File: src/rtl/multi_debouncer.sv
// Multi-channel switch debouncer: synchroniser, hold-count filter, rise/fall pulses and a sticky event register.
// Optional long-press detection is built when DEBOUNCE_LONGPRESS_EN is defined; otherwise long_press is tied to 0.
module multi_debouncer #(
    parameter int CHANNELS    = 4,
    parameter int SYNC_STAGES = 2,
    parameter int HOLD        = 16,
    parameter int LONG_HOLD   = 1024
) (
    input  logic                clk,
    input  logic                Reset,
    input  logic [CHANNELS-1:0] in,
    output logic [CHANNELS-1:0] level,
    output logic [CHANNELS-1:0] rise,
    output logic [CHANNELS-1:0] fall,
    output logic                evt_valid,
    output logic [CHANNELS-1:0] evt_rise,
    output logic [CHANNELS-1:0] evt_fall,
    input  logic                evt_ack,
    output logic [CHANNELS-1:0] long_press
);

    localparam int CW = $clog2(HOLD + 1);

    if (CHANNELS < 1 || SYNC_STAGES < 2 || HOLD < 1 || LONG_HOLD <= HOLD) begin : g_bad_param
        $error("multi_debouncer: illegal parameter combination");
    end

    logic [CHANNELS-1:0] w_level;
    logic [CHANNELS-1:0] w_rise;
    logic [CHANNELS-1:0] w_fall;
    logic [CHANNELS-1:0] w_long_press;

    genvar gi;
    generate
        for (gi = 0; gi < CHANNELS; gi++) begin : g_ch
            logic [SYNC_STAGES-1:0] r_sync;
            logic [CW-1:0]          r_cnt;
            logic                   r_level;
            logic                   r_rise;
            logic                   r_fall;
            logic                   w_s;

            assign w_s = r_sync[SYNC_STAGES-1];

            // Any cycle where the synchronised input matches the level restarts the count.
            always_ff @(posedge clk) begin
                if (Reset) begin
                    r_sync  <= '0;
                    r_cnt   <= '0;
                    r_level <= 1'b0;
                    r_rise  <= 1'b0;
                    r_fall  <= 1'b0;
                end else begin
                    r_sync <= {r_sync[SYNC_STAGES-2:0], in[gi]};
                    r_rise <= 1'b0;
                    r_fall <= 1'b0;
                    if (w_s == r_level) begin
                        r_cnt <= '0;
                    end else if (r_cnt == CW'(HOLD - 1)) begin
                        r_level <= w_s;
                        r_cnt   <= '0;
                        r_rise  <= w_s;
                        r_fall  <= ~w_s;
                    end else begin
                        r_cnt <= r_cnt + 1'b1;
                    end
                end
            end

            assign w_level[gi] = r_level;
            assign w_rise[gi]  = r_rise;
            assign w_fall[gi]  = r_fall;

`ifdef DEBOUNCE_LONGPRESS_EN
            localparam int LW = $clog2(LONG_HOLD + 1);
            logic [LW-1:0] r_lp_cnt;
            logic          r_lp;

            // Saturating at LONG_HOLD keeps the pulse to one per press.
            always_ff @(posedge clk) begin
                if (Reset) begin
                    r_lp_cnt <= '0;
                    r_lp     <= 1'b0;
                end else begin
                    r_lp <= r_level && (r_lp_cnt == LW'(LONG_HOLD - 1));
                    if (!r_level) begin
                        r_lp_cnt <= '0;
                    end else if (r_lp_cnt != LW'(LONG_HOLD)) begin
                        r_lp_cnt <= r_lp_cnt + 1'b1;
                    end
                end
            end

            assign w_long_press[gi] = r_lp;
`else
            assign w_long_press[gi] = 1'b0;
`endif
        end
    endgenerate

    logic [CHANNELS-1:0] r_evt_rise;
    logic [CHANNELS-1:0] r_evt_fall;
    logic                r_evt_valid;
    logic                w_ack;
    logic [CHANNELS-1:0] w_evt_rise_next;
    logic [CHANNELS-1:0] w_evt_fall_next;

    // New pulses are OR-ed in after the clear so a set in the ack cycle survives.
    assign w_ack           = evt_ack & r_evt_valid;
    assign w_evt_rise_next = (w_ack ? '0 : r_evt_rise) | w_rise;
    assign w_evt_fall_next = (w_ack ? '0 : r_evt_fall) | w_fall;

    always_ff @(posedge clk) begin
        if (Reset) begin
            r_evt_rise  <= '0;
            r_evt_fall  <= '0;
            r_evt_valid <= 1'b0;
        end else begin
            r_evt_rise  <= w_evt_rise_next;
            r_evt_fall  <= w_evt_fall_next;
            r_evt_valid <= |{w_evt_rise_next, w_evt_fall_next};
        end
    end

    assign level      = w_level;
    assign rise       = w_rise;
    assign fall       = w_fall;
    assign evt_rise   = r_evt_rise;
    assign evt_fall   = r_evt_fall;
    assign evt_valid  = r_evt_valid;
    assign long_press = w_long_press;

endmodule

File: config.mk
export PLATFORM = sky130hd
export DESIGN_NAME = multi_debouncer
export DESIGN_NICKNAME = d
export VERILOG_FILES = /design/src/rtl/multi_debouncer.sv
export SDC_FILE = /design/constraint.sdc
export NUM_CORES = 1
export LEC_CHECK = 0
export BUFFER_PORTS_ARGS = -buffer_cell sky130_fd_sc_hd__buf_2
export CORE_MARGIN = 1
export CORE_UTILIZATION = 49
export DETAILED_ROUTE_END_ITERATION = 10
export PLACE_DENSITY = 0.81
export REMOVE_ABC_BUFFERS = 1
export SLEW_MARGIN = 20
export SYNTH_ARGS = -nofsm -noshare
export SYNTH_HDL_FRONTEND = slang
export SYNTH_SLANG_ARGS = --single-unit
File: constraint.sdc
create_clock -name clk -period 1.5 [get_ports clk]
set_input_delay 0.15 -clock clk [delete_from_list [all_inputs] [get_ports clk]]
set_output_delay 0.15 -clock clk [all_outputs]
set_load 0.005 [all_outputs]
==> Flow_metrics.wiki, run 1 <==
{| class="wikitable"
! Metric !! Value
|-
| Min-Delay Startpoint || in[1]
|-
| Basic-gate share of the synthesized area counting and, or, nand and nor cells || 0.2062
|-
| Share of the synthesized area in compound gates (AO/OA/AOI/OAI) || 0.02818
|-
| Worst-path clk slew || 0.08 ns
|-
| Initial DRC count || 75
|-
| Arithmetic-cell share of the synthesized area counting full adders, half adders and majority gates || 0.05498
|-
| Worst setup slack after placement || -0.05217 ns
|-
| Area of the mapped netlist || 0.001820 sq mm
|-
| Number of sinks handled by clock tree synthesis || 49
|-
| Portion of the clock cycle consumed by the worst path in the final layout || 0.9752
|-
| Hold Slack || 0.05759 ns
|-
| Total die area || 0.003963 sq mm
|-
| Crit path max fanout || 5
|-
| Worst-skew pair later-pin latency || 0.29 ns
|-
| Avg Vias per Cell || 4.803
|-
| Die width || 62.96 um
|-
| Core region area || 0.003442 sq mm
|-
| Terminus of the critical flop-to-flop path || g_ch[3].r_cnt[2]
|-
| Cell chosen for the clock root || sky130_fd_sc_hd__clkbuf_8
|-
| Average instance area after synthesis || 10.34 sq um
|-
| Number of inserted diodes || 0
|-
| Final count of pins violating max slew || 0
|-
| Count of different cell masters after synthesis || 24
|-
| Quantity of I/O buffers inserted on ports || 27
|-
| Worst Path Arrival || 1.70 ns
|-
| Worst Setup Start Kind || flip-flop
|-
| Maximum vdd ir drop || 0.4853 mV
|-
| Vias in the first global route || 1151
|-
| Largest net degree at the start of global routing || 27
|-
| Part of the Yosys area used for sequential elements || 0.5388
|-
| Required @ worst endpoint || 1.74 ns
|-
| Maximum count of clock buffers along a single path || 2
|-
| Worst Skew || 0.005091 ns
|-
| Highest Clock Rate || 683.6 MHz
|-
| Inst Count DP || 238
|-
| Row Count || 21
|-
| Final HPWL DP || 1976 um
|-
| Height of the chip || 62.96 um
|-
| Post-route ant nets || 0
|-
| Period minus WS final || 1.463 ns
|-
| Leakage power || 0.0008592 uW
|-
| Critical Path End Type || flip-flop
|-
| Worst setup slack for register-to-register paths || 0.04 ns
|-
| Count of nets after finishing || 218
|-
| Hold-critical path endpoint || g_ch[1].r_sync[0]
|-
| Total Routing Usage GR || 0.1693
|-
| Antenna violations before repair || 0
|-
| Run status || finished, final reports clean
|-
| Number of buffers added to fix hold violations after cts || 0
|-
| Hold depth || 2
|-
| Wire length reported by the detailed router || 2887 um
|-
| Remaining global-route overflow || 0
|-
| Clock tree from TritonCTS || built
|-
| Post-DR wirelength/cell || 11.59 um
|-
| Share of cell area taken by muxes after synthesis || 0.02199
|-
| Number of I/O pins || 32
|-
| Final routed DRC violation total || 0
|-
| Final-report setup violation count || 0
|-
| Final non-filler cell total || 249
|-
| Worst flop-to-flop path startpoint || g_ch[3].r_cnt[0]
|-
| Worst hold-check path type || input port to flip-flop
|-
| Share of cells above drive strength 1 || 0.3498
|-
| First-pass iteration count of the detailed router || 4
|-
| Area added between synthesis and finish || 17.25%
|-
| Gpl congestion || 0.6936
|-
| Count of cells along the worst register-to-register path || 5
|-
| Final hold violation count || 0
|-
| Starting Density || 0.5289
|-
| Final Total Pwr || 2132 uW
|-
| Power density over the cells || 998.7 mW/mm^2
|-
| Post-Synth XOR/XNOR Area || 0.05773
|-
| First-pass GRT wire length || 5064 um
|-
| Seq cells post-synth || 49
|-
| Category of the critical setup timing path || flip-flop to flip-flop
|-
| Number of instances in the synthesized netlist || 176
|-
| Dominant combinational cell family by area after synthesis || simple AND/OR/NAND/NOR gates
|-
| Max-Cap Viols || 0
|-
| Total clock buffers created by CTS || 5
|-
| Routed vias || 1196
|-
| RSZ-0062 raised after global routing || true
|-
| Final worst slack || 0.03721 ns
|-
| Number of H-tree levels || 2
|-
| Yosys warns || 0
|}
[synth_stat cells (all sizes together)]
cell | number | area, sq um
nor4 | 2 | 12.51
nor4bb | 8 | 80.08
xnor2 | 8 | 70.07
mux2i | 4 | 40.04
nand3 | 4 | 20.02
o21ai | 1 | 5.000
buf | 17 | 125.1
or3 | 4 | 45.04
inv | 8 | 30.03
a31oi | 1 | 6.260
dfxtp | 49 | 980.9
and3 | 4 | 25.02
nor2b | 8 | 50.05
xor2 | 4 | 35.03
or4 | 2 | 18.77
ha | 8 | 100.1
a21oi | 8 | 40.04
clkbuf | 2 | 8.750
conb | 1 | 3.750
nand2 | 1 | 3.750
nor2 | 32 | 120.1
[power by group]
part / leakage (uW) / internal [uW] / switching [uW] / total (uW)
clock network: 0.0000443 / 366 / 387 / 753
registers: 0.000398 / 1310 / 8.21 / 1320
logic: 0.000416 / 26.2 / 31.5 / 57.7
[per-stage QoR]
step,utilization,cell area (sq um),TNS (ns)
after floorplan,-,1698,0
after global placement,0.5602,1928,0
after detailed placement,0.5602,1928,-0.1505
after CTS,0.5874,2022,0
after global routing,0.6201,2135,-0.05281
final,0.6201,2135,0
[per-layer routing]
layer  up-vias  global-route usage  part of all wire
met5         -                   0                 0
met4         0             0.09302             0.019
met1       550              0.1947              0.46
met2        30              0.2715              0.48
met3         4             0.06022             0.047
li1        612                   -                 -
[critical path, stage by stage, from the launching register on]
cell and delay [ns]:
sky130_fd_sc_hd__dfxtp_2 0.33, sky130_fd_sc_hd__ha_1 0.21, sky130_fd_sc_hd__and3_1 0.18, sky130_fd_sc_hd__ha_1 0.19
sky130_fd_sc_hd__or3_4 0.38, sky130_fd_sc_hd__nor2_4 0.11
[sequential cells by signal (all words and copies together) (netlist names)]
name	count
g_ch.r_cnt	20
g_ch.r_level	4
evt_valid	1
g_ch.r_fall	4
g_ch.r_sync	8
evt_rise	4
g_ch.r_rise	4
evt_fall	4
[layout by cell type, fill, tap and decap left out, types with 6 or more instances in the layout]
cell type / Yosys / layout
sky130_fd_sc_hd__xnor2_1: 8 / 8
sky130_fd_sc_hd__clkbuf_8: 0 / 6
sky130_fd_sc_hd__dfxtp_1: 49 / 45
sky130_fd_sc_hd__buf_2: 1 / 27
sky130_fd_sc_hd__a21oi_1: 8 / 8
sky130_fd_sc_hd__inv_1: 8 / 8
sky130_fd_sc_hd__nor2_1: 32 / 20
sky130_fd_sc_hd__nor2b_1: 8 / 8
sky130_fd_sc_hd__nor2_2: 0 / 8
sky130_fd_sc_hd__nor4bb_1: 8 / 8
sky130_fd_sc_hd__buf_4: 16 / 9
[cell families after synthesis]
family                     after synthesis
buffers and inverters                   27
AOI/OAI and AO/OA                       10
muxes                                    4
other                                    1
DFF                                     49
and+or+nand+nor                         65
adders and majority gates                8
xor gates and xnor gates                12
[repair_timing]
| action | 4_1_cts | 5_1_grt |
|---|---|---|
| buffers inserted | 0 | 4 |
| endpoints found under the hold margin | 0 | 0 |
| gates resized for setup | 4 | 25 |
| setup endpoints to repair | 12 | 20 |
| pin swaps | 3 | 11 |
[worst max path at each step]
stage	from	end	depth (start not counted)	slack, ns
floorplan	g_ch[1].r_cnt[0]	g_ch[1].r_cnt[2]	5	0.04
global placement	g_ch[0].r_cnt[0]	g_ch[0].r_cnt[3]	5	0.02
detailed placement	g_ch[0].r_cnt[0]	g_ch[0].r_cnt[0]	5	-0.05
CTS	g_ch[3].r_cnt[0]	g_ch[3].r_cnt[2]	5	0.00003
global route	g_ch[3].r_cnt[0]	g_ch[3].r_cnt[2]	5	-0.02
finish	g_ch[3].r_cnt[0]	g_ch[3].r_cnt[2]	5	0.04
[cell type report]
cell class	instances	area, sq um
fillers	287	1308
flip-flops and latches	49	985.9
multi-input cells	103	772.0
repair buffers	36	202.7
clock buffers	7	86.33
well taps	46	57.56
inverters	8	30.03
Note: power is estimated with default switching activity, not from simulation.
==> run 2, diff against run 1 <==
- ABC_AREA: default -> 1
==> run 2 against run 1 <==
  * First-iteration DRC count decreased by 19%
  * Clock power increased by 17%
  * Sequential power about the same
  * Area after synthesis increased by 7.8%
  * Final area decreased by 0.12%
  * Non-clock buffer count decreased by 8
  * Hold slack got worse by 0.0062 ns
  * Combinational power decreased by 2%
  * Total power increased by 6.0%
  * Core utilization decreased by 5.1 points
==> Flow_metrics.wiki, run 2 <==
{| class="wikitable"
! Metric !! Value
|-
| Run status || finished, final reports clean
|-
| Commonest cells after routing, fill and taps aside || sky130_fd_sc_hd__dfxtp_1, sky130_fd_sc_hd__inv_1, sky130_fd_sc_hd__nor2_1
|-
| Cell chosen for the clock root || sky130_fd_sc_hd__clkbuf_8
|-
| Flip-flop count of the largest register after layout || 20
|-
| Part of the power in registers || 0.584
|-
| Avg Vias per Cell || 4.514
|-
| Share of cells above drive strength 1 || 0.2236
|-
| Final routed DRC violation total || 0
|-
| Largest registers || g_ch.r_cnt: 20 flops, g_ch.r_sync: 8 flops
|-
| Seq cells post-synth || 49
|-
| Worst setup slack after placement || 0.1188 ns
|-
| Clock tree from TritonCTS || built
|-
| Share of flip-flops with an asynchronous set or reset after synthesis || 0
|-
| Count of flip-flops with a built-in enable after synthesis || 0
|-
| Highest Clock Rate || 748.6 MHz
|-
| Worst Setup Start Kind || flip-flop
|-
| Total die area || 0.004261 sq mm
|-
| Cell area after layout || 0.002132 sq mm
|-
| Total Routing Usage GR || 0.1531
|-
| Area of the mapped netlist || 0.001962 sq mm
|-
| Combinational fraction of design power || 0.025
|-
| Most frequent standard cell in the layout excluding fill and tap cells || sky130_fd_sc_hd__dfxtp_1
|-
| Core region area || 0.003744 sq mm
|-
| Count of nets after finishing || 261
|-
| Ys flop type || sky130_fd_sc_hd__dfxtp_1
|-
| Number of H-tree levels || 2
|-
| Crit path max fanout || 5
|-
| Placed cell area || 0.002028 sq mm
|-
| Biggest register || g_ch.r_cnt
|-
| Yosys warns || 0
|-
| Number of instances in the synthesized netlist || 227
|-
| Number of I/O pins || 32
|-
| Cell-by-cell listing of the critical path || ha_1 > nand2_1 > nor2_1 > ha_1 > inv_1 > o211ai_2 > nor3_2
|-
| Sw frac || 0.1964
|-
| Part of the Yosys area used for sequential elements || 0.5000
|-
| Largest net degree at the start of global routing || 22
|-
| Critical Path End Type || flip-flop
|-
| Wire length reported by the detailed router || 2874 um
|-
| Quantity of I/O buffers inserted on ports || 27
|-
| Post-route ant nets || 0
|-
| Worst-path clk slew || 0.08 ns
|-
| Vias in the first global route || 1226
|-
| Max-Cap Viols || 0
|-
| Final HPWL DP || 2128 um
|-
| Total area of multi-input combinational cells || 675.6 sq um
|-
| Worst Path Arrival || 1.56 ns
|-
| Area added between synthesis and finish || 8.673%
|-
| Number of inserted diodes || 0
|-
| CP max stage delay || 0.33 ns
|-
| Number of buffers added to fix hold violations after cts || 0
|-
| Post-DR wirelength/cell || 9.776 um
|-
| Final worst slack || 0.1641 ns
|-
| First-pass iteration count of the detailed router || 4
|-
| Row Count || 22
|-
| Final hold violation count || 0
|-
| Top cell types by occurrence after synthesis || sky130_fd_sc_hd__dfxtp_1, sky130_fd_sc_hd__inv_1, sky130_fd_sc_hd__nor2_1
|-
| Worst-skew pair later-pin latency || 0.29 ns
|-
| Period minus WS final || 1.336 ns
|-
| Top cell type's share of synthesized area || 0.5000
|-
| Power density over the cells || 1060 mW/mm^2
|-
| Maximum count of clock buffers along a single path || 2
|-
| Portion of the clock cycle consumed by the worst path in the final layout || 0.8906
|-
| Total clock buffers created by CTS || 5
|-
| RSZ-0062 raised after global routing || false
|-
| Fraction of power consumed by the clock network || 0.391
|-
| Final sum of negative setup slack || 0 ns
|-
| Category of the critical setup timing path || flip-flop to flip-flop
|-
| Min-Delay Startpoint || in[2]
|-
| Height of the chip || 65.28 um
|-
| Initial DRC count || 61
|-
| Count of different cell masters after synthesis || 20
|-
| Required @ worst endpoint || 1.72 ns
|-
| Number of sinks handled by clock tree synthesis || 49
|-
| Gpl congestion || 0.7531
|-
| Start point of the critical path || g_ch[3].r_cnt[0]
|-
| Synth area leaders || sky130_fd_sc_hd__dfxtp_1, sky130_fd_sc_hd__inv_1, sky130_fd_sc_hd__nor2_1
|-
| Worst hold-check path type || input port to flip-flop
|-
| Worst flop-to-flop path startpoint || g_ch[3].r_cnt[0]
|-
| Sequential cell area || 980.9 sq um
|-
| Final-report setup violation count || 0
|-
| Antenna violations before repair || 0
|-
| Remaining global-route overflow || 0
|-
| Most numerous cell in the Yosys netlist || sky130_fd_sc_hd__dfxtp_1
|-
| Maximum vdd ir drop || 0.4912 mV
|-
| Final core occ || 0.5695
|-
| Final count of pins violating max slew || 0
|-
| Fillers || 362
|-
| Average instance area after synthesis || 8.643 sq um
|-
| Slowest library cell on the worst path || sky130_fd_sc_hd__dfxtp_1
|-
| Most used cell, CP || sky130_fd_sc_hd__ha_1
|-
| Net Switching || 443.6 uW
|-
| Worst Skew || 0.006582 ns
|-
| Starting Density || 0.5241
|-
| Routed vias || 1327
|-
| Int Power || 1815 uW
|-
| Die width || 65.28 um
|-
| Leakage power || 0.0009550 uW
|-
| First-pass GRT wire length || 4940 um
|-
| Cell taking the most area after synthesis || sky130_fd_sc_hd__dfxtp_1
|}
==> run 2: changes by cell type after synthesis, moves of 4 or more <==
| cell | previous run | this run |
|---|---|---|
| sky130_fd_sc_hd__inv_1 | 8 | 42 |
| sky130_fd_sc_hd__nand2_1 | 1 | 22 |
| sky130_fd_sc_hd__nor2b_1 | 8 | 0 |
| sky130_fd_sc_hd__nor4bb_1 | 8 | 0 |
| sky130_fd_sc_hd__xnor2_1 | 8 | 0 |
| sky130_fd_sc_hd__nor2_1 | 32 | 38 |
| sky130_fd_sc_hd__a21oi_1 | 8 | 12 |
| sky130_fd_sc_hd__a21oi_2 | 0 | 4 |
| sky130_fd_sc_hd__and3_1 | 4 | 0 |
| sky130_fd_sc_hd__mux2i_1 | 4 | 0 |
| sky130_fd_sc_hd__nor3_2 | 0 | 4 |
| sky130_fd_sc_hd__o211ai_2 | 0 | 4 |
| sky130_fd_sc_hd__o21ai_0 | 0 | 4 |
| sky130_fd_sc_hd__or3_4 | 4 | 0 |
==> run 2: cells by family after synthesis <==
family | count (synthesis) | synth area share
adder cells (fa/ha/maj) | 8 | 0.05102
flip-flops | 49 | 0.5000
other | 1 | 0.001911
XOR/XNOR | 4 | 0.01786
buffers and inverters | 64 | 0.1614
AO/OA/AOI/OAI | 24 | 0.08418
AND/OR/NAND/NOR | 77 | 0.1837
==> run 2: final timing paths <==
check                                    endpoint  slack, ns  depth (start not counted)
worst min-delay path            g_ch[2].r_sync[0]       0.05                          3
worst max-delay path             g_ch[3].r_cnt[2]       0.16                          7
worst max register to register   g_ch[3].r_cnt[2]       0.16                          7
worst min register to register  g_ch[0].r_sync[1]       0.41                          2
==> run 2: final cells by class <==
| class | instances | area share |
|---|---|---|
| clock buffers | 5 | 0.03228 |
| clock inverters | 2 | 0.01643 |
| inverters | 45 | 0.07923 |
| multi-input cells | 117 | 0.3169 |
| flip-flops and latches | 49 | 0.4601 |
| well taps | 48 | 0.02817 |
| repair buffers | 28 | 0.06690 |
==> run 2: power by group through the flow <==
stage	registers (uW)	clock network, uW	logic, uW
6_report	1320	883	56.6
3_3_place_gp	1350	0	55.5
2_1_floorplan	1350	0	29.0
3_5_place_dp	1350	0	57.3
4_1_cts	1320	909	57.5
5_1_grt	1320	970	64.6
==> run 2: worst max-delay path: cells and delay by family, from the launching register on <==
| kind | cells | cell delay [ns] |
|---|---|---|
| AOI/OAI and AO/OA | 1 | 0.17 |
| and+or+nand+nor | 3 | 0.26 |
| buffers and inverters | 1 | 0.12 |
| DFF | 1 | 0.33 |
| adders and majority gates | 2 | 0.38 |
==> run 2: timing repair <==
item,in CTS,in global routing
setup endpoints to repair,0,3
setup buffers,0,0
endpoints found under the hold margin,0,0
resized for setup,0,1
==> run 2: routing by layer <==
| layer | vias to the layer above | share of wire | GRT usage |
|---|---|---|---|
| met1 | 577 | 0.47 | 0.1839 |
| met2 | 29 | 0.45 | 0.2448 |
| li1 | 715 | - | - |
| met3 | 6 | 0.049 | 0.04167 |
| met4 | 0 | 0.025 | 0.08696 |
| met5 | - | 0 | 0 |
==> run 2: metrics by stage <==
stage	power (uW)	hold slack, ns	cells
2_1_floorplan	1378	0.2191	211
3_3_place_gp	1405	0.3525	287
3_5_place_dp	1408	0.3579	287
4_1_cts	2286	0.04507	294
5_1_grt	2356	0.04336	294
6_report	2259	0.05142	294
